<file path="src/rtl/lsu_pkg.sv">
// rtl/lsu_pkg.sv - op codes, error codes and FSM states for the load/store unit
package lsu_pkg;

  typedef enum logic [2:0] {
    LSU_LB  = 3'd0,
    LSU_LBU = 3'd1,
    LSU_LH  = 3'd2,
    LSU_LHU = 3'd3,
    LSU_LW  = 3'd4,
    LSU_SB  = 3'd5,
    LSU_SH  = 3'd6,
    LSU_SW  = 3'd7
  } lsu_op_t;

  typedef enum logic [1:0] {
    LSU_ERR_OK       = 2'b00,
    LSU_ERR_MISALIGN = 2'b01,
    LSU_ERR_TIMEOUT  = 2'b10
  } lsu_err_t;

  typedef enum logic [1:0] {
    ST_IDLE,
    ST_ACCESS,
    ST_RESP
  } lsu_state_t;

  function automatic logic lsu_is_store(lsu_op_t op);
    return (op == LSU_SB) || (op == LSU_SH) || (op == LSU_SW);
  endfunction

endpackage

</file>
<file path="src/rtl/lsu_lane.sv">
// rtl/lsu_lane.sv - byte-lane steering: enables, store replication, load extension, alignment
module lsu_lane
  import lsu_pkg::*;
(
  input  logic [2:0]  op,
  input  logic [1:0]  ea_lo,
  input  logic [31:0] wdata,
  input  logic [31:0] rdata,
  output logic [3:0]  be,
  output logic [31:0] st_data,
  output logic [31:0] ld_data,
  output logic        misaligned
);

  lsu_op_t     op_e;
  logic [7:0]  byte_lane;
  logic [15:0] half_lane;

  assign op_e      = lsu_op_t'(op);
  assign byte_lane = rdata[{ea_lo, 3'b000} +: 8];
  assign half_lane = ea_lo[1] ? rdata[31:16] : rdata[15:0];

  always_comb begin
    be         = 4'b0000;
    st_data    = 32'h0;
    ld_data    = 32'h0;
    misaligned = 1'b0;
    case (op_e)
      LSU_LB, LSU_LBU, LSU_SB: begin
        be      = 4'b0001 << ea_lo;
        st_data = {4{wdata[7:0]}};
        ld_data = (op_e == LSU_LB) ? {{24{byte_lane[7]}}, byte_lane} : {24'h0, byte_lane};
      end
      LSU_LH, LSU_LHU, LSU_SH: begin
        misaligned = ea_lo[0];
        be         = 4'b0011 << ea_lo;
        st_data    = {2{wdata[15:0]}};
        ld_data    = (op_e == LSU_LH) ? {{16{half_lane[15]}}, half_lane} : {16'h0, half_lane};
      end
      default: begin
        misaligned = |ea_lo;
        be         = 4'b1111;
        st_data    = wdata;
        ld_data    = rdata;
      end
    endcase
  end

endmodule

</file>
<file path="src/rtl/ex_lsu.sv">
// rtl/ex_lsu.sv - multi-cycle load/store unit with wait-state tolerant memory handshake
module ex_lsu
  import lsu_pkg::*;
#(
  parameter int ADDR_W  = 32,
  parameter int TIMEOUT = 16
) (
  input  logic              clk,
  input  logic              rst,
  input  logic              req_valid_i,
  output logic              req_ready_o,
  input  logic [2:0]        req_op_i,
  input  logic [31:0]       req_base_i,
  input  logic [15:0]       req_offset_i,
  input  logic [31:0]       req_wdata_i,
  input  logic [4:0]        req_wreg_i,
  output logic              resp_valid_o,
  output logic              resp_we_o,
  output logic [4:0]        resp_wreg_o,
  output logic [31:0]       resp_wdata_o,
  output logic [1:0]        resp_err_o,
  output logic              busy_o,
  output logic              mem_cs_o,
  output logic              mem_we_o,
  output logic [ADDR_W-1:0] mem_addr_o,
  output logic [3:0]        mem_be_o,
  output logic [31:0]       mem_wdata_o,
  input  logic [31:0]       mem_rdata_i,
  input  logic              mem_ack_i
);

  localparam int CNT_W = (TIMEOUT > 0) ? $clog2(TIMEOUT + 1) : 1;

  lsu_state_t       state, state_nxt;
  lsu_op_t          op_q;
  logic [1:0]       ea_lo_q;
  logic [4:0]       wreg_q;
  logic [CNT_W-1:0] wait_cnt;

  logic [31:0] ea;
  logic        accept;
  logic        timeout_hit;
  lsu_op_t     lane_op;
  logic [1:0]  lane_ea_lo;
  logic [3:0]  lane_be;
  logic [31:0] lane_st_data;
  logic [31:0] lane_ld_data;
  logic        lane_misaligned;

  assign ea          = req_base_i + {{16{req_offset_i[15]}}, req_offset_i};
  assign req_ready_o = (state == ST_IDLE) & ~rst;
  assign busy_o      = (state != ST_IDLE);
  assign accept      = req_valid_i & req_ready_o;
  assign timeout_hit = (TIMEOUT != 0) &&
                       (({1'b0, wait_cnt} + (CNT_W + 1)'(1)) == (CNT_W + 1)'(TIMEOUT));

  // One lane decoder serves both phases: request fields while idle, latched op during the access.
  assign lane_op    = (state == ST_IDLE) ? lsu_op_t'(req_op_i) : op_q;
  assign lane_ea_lo = (state == ST_IDLE) ? ea[1:0] : ea_lo_q;

  lsu_lane u_lane (
    .op         (lane_op),
    .ea_lo      (lane_ea_lo),
    .wdata      (req_wdata_i),
    .rdata      (mem_rdata_i),
    .be         (lane_be),
    .st_data    (lane_st_data),
    .ld_data    (lane_ld_data),
    .misaligned (lane_misaligned)
  );

  always_ff @(posedge clk) begin
    if (rst) state <= ST_IDLE;
    else     state <= state_nxt;
  end

  always_comb begin
    state_nxt = state;
    case (state)
      ST_IDLE:   if (accept) state_nxt = lane_misaligned ? ST_RESP : ST_ACCESS;
      ST_ACCESS: if (mem_ack_i || timeout_hit) state_nxt = ST_RESP;
      ST_RESP:   state_nxt = ST_IDLE;
      default:   state_nxt = ST_IDLE;
    endcase
  end

  always_ff @(posedge clk) begin
    if (rst) begin
      op_q         <= LSU_LB;
      ea_lo_q      <= 2'b00;
      wreg_q       <= 5'd0;
      wait_cnt     <= '0;
      resp_valid_o <= 1'b0;
      resp_we_o    <= 1'b0;
      resp_wreg_o  <= 5'd0;
      resp_wdata_o <= 32'h0;
      resp_err_o   <= 2'b00;
      mem_cs_o     <= 1'b0;
      mem_we_o     <= 1'b0;
      mem_addr_o   <= '0;
      mem_be_o     <= 4'b0000;
      mem_wdata_o  <= 32'h0;
    end else begin
      // Response fields only carry meaning during the pulse.
      resp_valid_o <= 1'b0;
      resp_we_o    <= 1'b0;
      resp_wreg_o  <= 5'd0;
      resp_wdata_o <= 32'h0;
      resp_err_o   <= LSU_ERR_OK;
      case (state)
        ST_IDLE: begin
          if (accept) begin
            op_q     <= lsu_op_t'(req_op_i);
            ea_lo_q  <= ea[1:0];
            wreg_q   <= req_wreg_i;
            wait_cnt <= '0;
            if (lane_misaligned) begin
              resp_valid_o <= 1'b1;
              resp_wreg_o  <= req_wreg_i;
              resp_err_o   <= LSU_ERR_MISALIGN;
            end else begin
              mem_cs_o    <= 1'b1;
              mem_we_o    <= lsu_is_store(lsu_op_t'(req_op_i));
              mem_addr_o  <= {ea[ADDR_W-1:2], 2'b00};
              mem_be_o    <= lane_be;
              mem_wdata_o <= lane_st_data;
            end
          end
        end
        ST_ACCESS: begin
          if (mem_ack_i) begin
            mem_cs_o     <= 1'b0;
            resp_valid_o <= 1'b1;
            resp_wreg_o  <= wreg_q;
            resp_we_o    <= ~lsu_is_store(op_q);
            resp_wdata_o <= lsu_is_store(op_q) ? 32'h0 : lane_ld_data;
          end else if (timeout_hit) begin
            mem_cs_o     <= 1'b0;
            resp_valid_o <= 1'b1;
            resp_wreg_o  <= wreg_q;
            resp_err_o   <= LSU_ERR_TIMEOUT;
          end else begin
            wait_cnt <= wait_cnt + 1'b1;
          end
        end
        default: ;
      endcase
    end
  end

endmodule

</file>
<file path="config.mk">
export PLATFORM = sky130hd
export DESIGN_NAME = ex_lsu
export DESIGN_NICKNAME = d
export VERILOG_FILES = /design/src/rtl/lsu_pkg.sv /design/src/rtl/lsu_lane.sv /design/src/rtl/ex_lsu.sv
export SDC_FILE = /design/constraint.sdc
export NUM_CORES = 1
export LEC_CHECK = 0
export CORE_UTILIZATION = 35
export CTS_BUF_LIST = sky130_fd_sc_hd__clkbuf_4 sky130_fd_sc_hd__clkbuf_8
export CTS_CLUSTER_SIZE = 28
export DETAILED_ROUTE_END_ITERATION = 10
export PLACE_DENSITY = 0.62
export SLEW_MARGIN = 20
export SYNTH_ARGS = -nofsm -noshare
export SYNTH_HDL_FRONTEND = slang
export SYNTH_SLANG_ARGS = --single-unit
</file>
<file path="constraint.sdc">
create_clock -name clk -period 4.3 [get_ports clk]
set_clock_uncertainty 0.15 [all_clocks]
set_input_delay 1.29 -clock clk [delete_from_list [all_inputs] [get_ports clk]]
set_output_delay 1.29 -clock clk [all_outputs]
set_load 0.02 [all_outputs]
</file>
==> results of run 1 <==
-- metal layers --
| metal | track usage | share of wire | wire length, um | vias to the layer above |
|---|---|---|---|---|
| li1 | - | - | - | 3682 |
| met1 | 0.295 | 0.47 | 10600 | 3341 |
| met2 | 0.351 | 0.45 | 10300 | 209 |
| met3 | 0.0674 | 0.062 | 1410 | 27 |
| met4 | 0.0690 | 0.017 | 390 | 0 |
| met5 | 0 | 0 | 0 | - |
-- kinds of logic (layout without fill, tap and decap cells) --
logic type	Yosys count	after routing	synth area share
AO/OA/AOI/OAI	302	302	0.291
XOR/XNOR	20	20	0.0252
adder cells (fa/ha/maj)	34	34	0.0623
buffers and inverters	76	339	0.0484
flip-flops	126	126	0.363
multiplexers	14	14	0.0207
other	1	2	0.000540
AND/OR/NAND/NOR	293	293	0.188
-- synth_stat cells (all sizes together), types with 11 or more instances --
library cell  instances
nor2                 85
buf                  25
a211oi               17
ha                   33
inv                  15
a311oi               20
o211ai               13
mux2i                11
nand3                28
xnor2                14
clkbuf               34
dfxtp               126
nand2               116
o21ai                43
a21oi               104
nor3                 16
a22oi                17
-- registers in the layout, summed over array words and instances (netlist names), 2 cells and up --
register      count
op_q              3
wreg_q            5
state             2
mem_wdata_o      32
ea_lo_q           2
resp_wreg_o       5
resp_wdata_o     32
mem_addr_o       30
mem_be_o          4
wait_cnt          5
resp_err_o        2
-- area by class of cell --
class | count | area [um2]
clock inverters | 15 | 160
multi-input cells | 665 | 4110
well taps | 265 | 332
repair buffers | 290 | 2830
fillers | 1894 | 9210
inverters | 17 | 63.8
flip-flops and latches | 126 | 2520
clock buffers | 17 | 234
-- placed cells by master, fill, tap and decap left out, types with 10 or more instances in the layout --
cell,Yosys,final
inv_1,14,14
o21ai_0,39,39
a211oi_1,13,13
nand3_1,28,28
a311oi_1,19,18
nand2_1,116,116
ha_1,33,33
a22oi_1,17,17
nor2_1,84,84
clkbuf_8,0,17
o211ai_1,13,13
dfxtp_1,126,126
clkdlybuf4s50_1,0,233
nor3_1,15,15
mux2i_1,11,11
buf_4,6,50
xnor2_1,14,14
a21oi_1,104,104
a21o_1,10,10
-- how the worst min path moves through the flow --
stage	slack [ns]	cells past startpoint	end	start
global placement	0.29	2	mem_addr_o[3]$_SDFFE_PP0P_	mem_addr_o[3]$_SDFFE_PP0P_
CTS	0.31	2	mem_addr_o[3]$_SDFFE_PP0P_	mem_addr_o[3]$_SDFFE_PP0P_
finish	0.30	2	mem_addr_o[3]$_SDFFE_PP0P_	mem_addr_o[3]$_SDFFE_PP0P_
global route	0.32	2	mem_wdata_o[1]$_SDFFE_PP0P_	mem_wdata_o[1]$_SDFFE_PP0P_
floorplan	0.29	2	wreg_q[0]$_SDFFE_PP0P_	wreg_q[0]$_SDFFE_PP0P_
detailed placement	0.30	2	mem_addr_o[3]$_SDFFE_PP0P_	mem_addr_o[3]$_SDFFE_PP0P_
-- through the flow --
stage / util / cells / area (um2)
6_report: 0.527 / 1395 / 10300
5_1_grt: 0.527 / 1395 / 10300
4_1_cts: 0.527 / 1395 / 10300
3_5_place_dp: 0.507 / 1363 / 9860
3_3_place_gp: 0.507 / 1363 / 9860
2_1_floorplan: - / 867 / 6950
-- worst max-delay path, delay by kind of cell --
kind / cells / cell delay (ns)
compound gates: 4 / 1.03
fa+ha+maj: 2 / 0.64
buf+inv: 2 / 0.54
simple gates: 3 / 0.72
-- power breakdown --
group          internal (mW)  leakage (nW)  total, mW  switching [mW]
logic                  0.569          2.69       1.25           0.680
clock network          0.523         0.202       1.07           0.543
registers               1.25          1.03       1.30          0.0498
total                   2.35          3.91       3.62            1.27
==> flow_summary.toml, run 1 <==
[sta]
tightest_slew_ns = 0.824
worst_slack_ns = 0.269
max_freq_ghz = 0.248
timing.final.crit_share = 0.938
fin_tns_setup_ns = 0
final-hold-violation-count = 0
hold_ws_ns = 0.302
slew_violations = 0
final.min_clock_period_ns = 4.03
setup_violations = 0
slew_headroom = 0.451
rsz0062_at_grt = "no"

[critical_path]
path_cells = "clkdlybuf4s50_1 -> ha_1 -> inv_1 -> fa_1 -> nand2b_1 -> a21oi_1 -> o2111ai_1 -> a311o_1 -> and3_1 -> or3_1 -> a311oi_2"
arrival_ns = 4.23
crit_slowest_cell = "clkdlybuf4s50_1"
critPathMaxFanout = 3
timing.rr.start = "state[1]$_SDFFE_PP0P_"
crit_type = "input pin to flip-flop"
crit_path_start_kind = "input pin"
reg2reg_slack_ns = 1.37
reg2reg_depth = 7
rr_endpoint = "resp_wdata_o[0]$_SDFF_PP0_"
cp-end-kind = "flip-flop"
endpoint = "mem_addr_o[24]$_SDFFE_PP0P_"
crit_start = "req_base_i[0]"
cpPeakStageDelay_ns = 0.46
cp_data_required_time_ns = 4.50

[pwr]
power-per-cell-area_nw_per_um2 = 353
total_power_mw = 3.62
peakVddDrop_v = 0.000197
p_leak_nw = 3.91

[clock_network]
cts.reportedPaths.clkPinSlew_ns = 0.08
cts_resized = 0
htree_levels = 4
cts.path.max_buffers = 2
postCtsSetupRepairBufs = 0
numClockSinks = 126
numCtsBuffers = 17
cts_root_buf = "clkbuf_8"
cts_tree = "built"
clk_latency_ns = 0.45
cts_hold_buf = 0

[logic_synthesis]
synth_area_um2 = 6950
async_flop_share = 0
ys_types = 67
ys_ff_latch = 126
synth_top_area_frac = 0.363
avgSynthCellArea_um2 = 8.02
ys_seq_area_frac = 0.363
syn_inst = 866
yosys-top-cells-area = "dfxtp_1 36%, a21oi_1 7.5%, nand2_1 6.3%"
ys.warnings.count = 0
dominantRegCellSynth = "dfxtp_1"
yosysTopAreaCell = "dfxtp_1"
synth-edff-count = 0

[final_layout]
drive_gt1_frac = 0.100
nNetsFinal = 1275
diodes = 0
syn_to_final_growth_pct = 47.6

[grt]
grt_usage = 0.225
grt_max_degree = 72
grt_pass1_vias = 6842
antenna_found_initial = 0
grt_pass1_wl_um = 35800
gr-total-overflow = 0

[placement]
hpwl_um = 17000
place.gp.congestion = 0.919
preCtsSetupSlack_ns = -0.179
numPortBuffers = 234

[die]
die_y_um = 143
pin_count = 237
dieWidth_um = 143
die_area_um2 = 20400
coreArea_um2 = 19500
start_util = 0.357
row_count = 51

[drt]
via_per_inst = 5.20
num_vias = 7259
drtAntennaViolNets = 0
first_pass_iters = 4
drt_iter0_drc = 515
wire_per_inst_um = 16.3
drt-total-wl_um = 22800
drc = 0

[outcome]
status = "completed"

[run]
maxCapViolCount = 0

[worst_hold_path]
min_path_type = "flip-flop to flip-flop"
(Power assumes the default switching activity.)
==> run 2, diff against run 1 <==
Settings changed: GPL_ROUTABILITY_DRIVEN from default to 0, HOLD_SLACK_MARGIN from default to 0.08.
==> run 2 against run 1 <==
  * Register-to-register slack about the same
  * Cell area rose by 0.26%
  * Sequential power about the same
  * Die area unchanged
  * Clock-buffer cell count grew 1
  * Hold slack improved by 0.0055 ns
  * Global-route usage is 0.39 points lower
  * Cell count is 0.14% higher
  * Via count grew 1.2%
  * First-iteration DRC count down 17%
  * Routed wire length is 0.27% lower
  * Critical path type unchanged
  * Largest cell class unchanged
  * Highest routed layer unchanged
==> flow_summary.toml, run 2 (synthesized netlist as in run 1, its figures left out) <==
[sta]
hold_ws_ns = 0.308
fin_tns_setup_ns = 0
max_freq_ghz = 0.250
slew_violations = 0
final.min_clock_period_ns = 4.01
rsz0062_at_grt = "no"
timing.final.crit_share = 0.932
tightest_slew_ns = 0.849
final-hold-violation-count = 0
setup_violations = 0
slew_headroom = 0.434

[worst_hold_path]
min_path_type = "flip-flop to flip-flop"
min_delay_path_depth = 2
min_to = "mem_addr_o[3]$_SDFFE_PP0P_"
hold_start = "mem_addr_o[3]$_SDFFE_PP0P_"

[critical_path]
reg2reg_slack_ns = 1.37
reg2reg_depth = 7
arrival_ns = 4.21
crit_path_start_kind = "input pin"
cp_data_required_time_ns = 4.50
critPathMaxFanout = 3
cp-end-kind = "flip-flop"
crit_type = "input pin to flip-flop"
timing.rr.start = "state[1]$_SDFFE_PP0P_"
rr_endpoint = "resp_wdata_o[5]$_SDFF_PP0_"

[pwr]
combPwrFrac = 0.339
power-per-cell-area_nw_per_um2 = 359
switching_share = 0.344
p_leak_nw = 3.92
seq_power_share = 0.353
peakVddDrop_v = 0.000174
pwr-share-clk = 0.307
p_int_mw = 2.42
netSwitchingPower_mw = 1.27

[grt]
grt_pass1_vias = 6754
grt_usage = 0.221
grt_max_degree = 72
antenna_found_initial = 0
grt_pass1_wl_um = 35300
gr-total-overflow = 0

[die]
pin_count = 237
start_util = 0.357
die_y_um = 143
coreArea_um2 = 19500
die_area_um2 = 20400
dieWidth_um = 143
row_count = 51

[placement]
hpwl_um = 17000
numPortBuffers = 234

[drt]
drt_iter0_drc = 427
via_per_inst = 5.26
num_vias = 7349
drtAntennaViolNets = 0
wire_per_inst_um = 16.3
drt-total-wl_um = 22700
drc = 0
first_pass_iters = 5

[final_layout]
diodes = 0
syn_to_final_growth_pct = 48.0
top_regs = "mem_wdata_o: 32 flops, resp_wdata_o: 32 flops, mem_addr_o: 30 flops"
nNetsFinal = 1277
drive_gt1_frac = 0.102
layout_commonest_cell = "clkdlybuf4s50_1"
mostFrequentLayoutCells = "233 x clkdlybuf4s50_1, 126 x dfxtp_1, 116 x nand2_1"

[clock_network]
numCtsBuffers = 17
cts_resized = 0
cts.reportedPaths.clkPinSlew_ns = 0.08
numClockSinks = 126
clk_latency_ns = 0.44
cts_hold_buf = 0
cts_tree = "built"
cts.path.max_buffers = 2
cts_root_buf = "clkbuf_8"
postCtsSetupRepairBufs = 0
htree_levels = 4

[outcome]
status = "completed"

[run]
maxCapViolCount = 0
## run 2: cell count changes in the layout (fill, tap and decap cells not counted)
| cell | before | now |
|---|---|---|
| bufinv_16 | 2 | 3 |
| clkbuf_8 | 17 | 18 |
| buf_12 | 6 | 4 |
| clkinvlp_4 | 1 | 2 |
| buf_4 | 50 | 54 |
| clkinv_2 | 4 | 1 |
## run 2: how the worst max path moves through the flow
stage,startpoint,to,slack (ns),cells past startpoint
2_1_floorplan,req_base_i[0],mem_addr_o[24]$_SDFFE_PP0P_,0.50,10
3_3_place_gp,req_base_i[0],mem_addr_o[24]$_SDFFE_PP0P_,-0.13,11
6_report,req_base_i[0],mem_addr_o[24]$_SDFFE_PP0P_,0.29,11
3_5_place_dp,req_base_i[0],mem_addr_o[24]$_SDFFE_PP0P_,-0.15,11
5_1_grt,req_base_i[0],mem_addr_o[24]$_SDFFE_PP0P_,0.13,11
4_1_cts,req_base_i[0],mem_addr_o[24]$_SDFFE_PP0P_,0.30,11
## run 2: per-layer routing
metal	vias to the layer above	wire (um)	part of all wire	global-route usage
met2	227	10300	0.45	0.344
met1	3396	10500	0.46	0.295
met5	-	0	0	0
met3	27	1570	0.069	0.0567
met4	0	376	0.017	0.0724
li1	3699	-	-	-
## run 2: power by group through the flow
stage,clock network [mW],registers (mW),logic (mW)
floorplan,0,1.42,0.620
global placement,0,1.33,1.24
detailed placement,0,1.33,1.24
CTS,1.16,1.30,1.25
global route,1.21,1.32,1.36
finish,1.14,1.30,1.25
## run 2: per-stage QoR
stage	power (mW)	util	instance area, um2	cells	setup slack, ns
floorplan	2.04	-	6950	867	0.504
global placement	2.57	0.506	9850	1365	-0.129
CTS	3.71	0.528	10300	1397	0.304
finish	3.69	0.528	10300	1397	0.293
detailed placement	2.57	0.506	9850	1365	-0.155
global route	3.89	0.528	10300	1397	0.128
## run 2: area by class of cell
type / instances / area, um2
Clock buffer: 18 / 248
Clock inverter: 14 / 183
Sequential cell: 126 / 2520
Fill cell: 1883 / 9180
Inverter: 17 / 63.8
Multi-Input combinational cell: 665 / 4110
Timing Repair Buffer: 292 / 2820
Tap cell: 265 / 332
## run 2: critical path, stage by stage
cell and delay [ns]:
clkdlybuf4s50_1 0.46, ha_1 0.28, inv_1 0.08, fa_1 0.38
nand2b_1 0.17, a21oi_1 0.19, o2111ai_1 0.17, a311o_1 0.41
and3_1 0.20, or3_1 0.35, a311oi_2 0.22
==> run 3, diff against run 2 <==
Settings changed: CAP_MARGIN from default to 20.
==> results of run 3 <==
Final layout, timing and power as in run 2 (identical DEF).
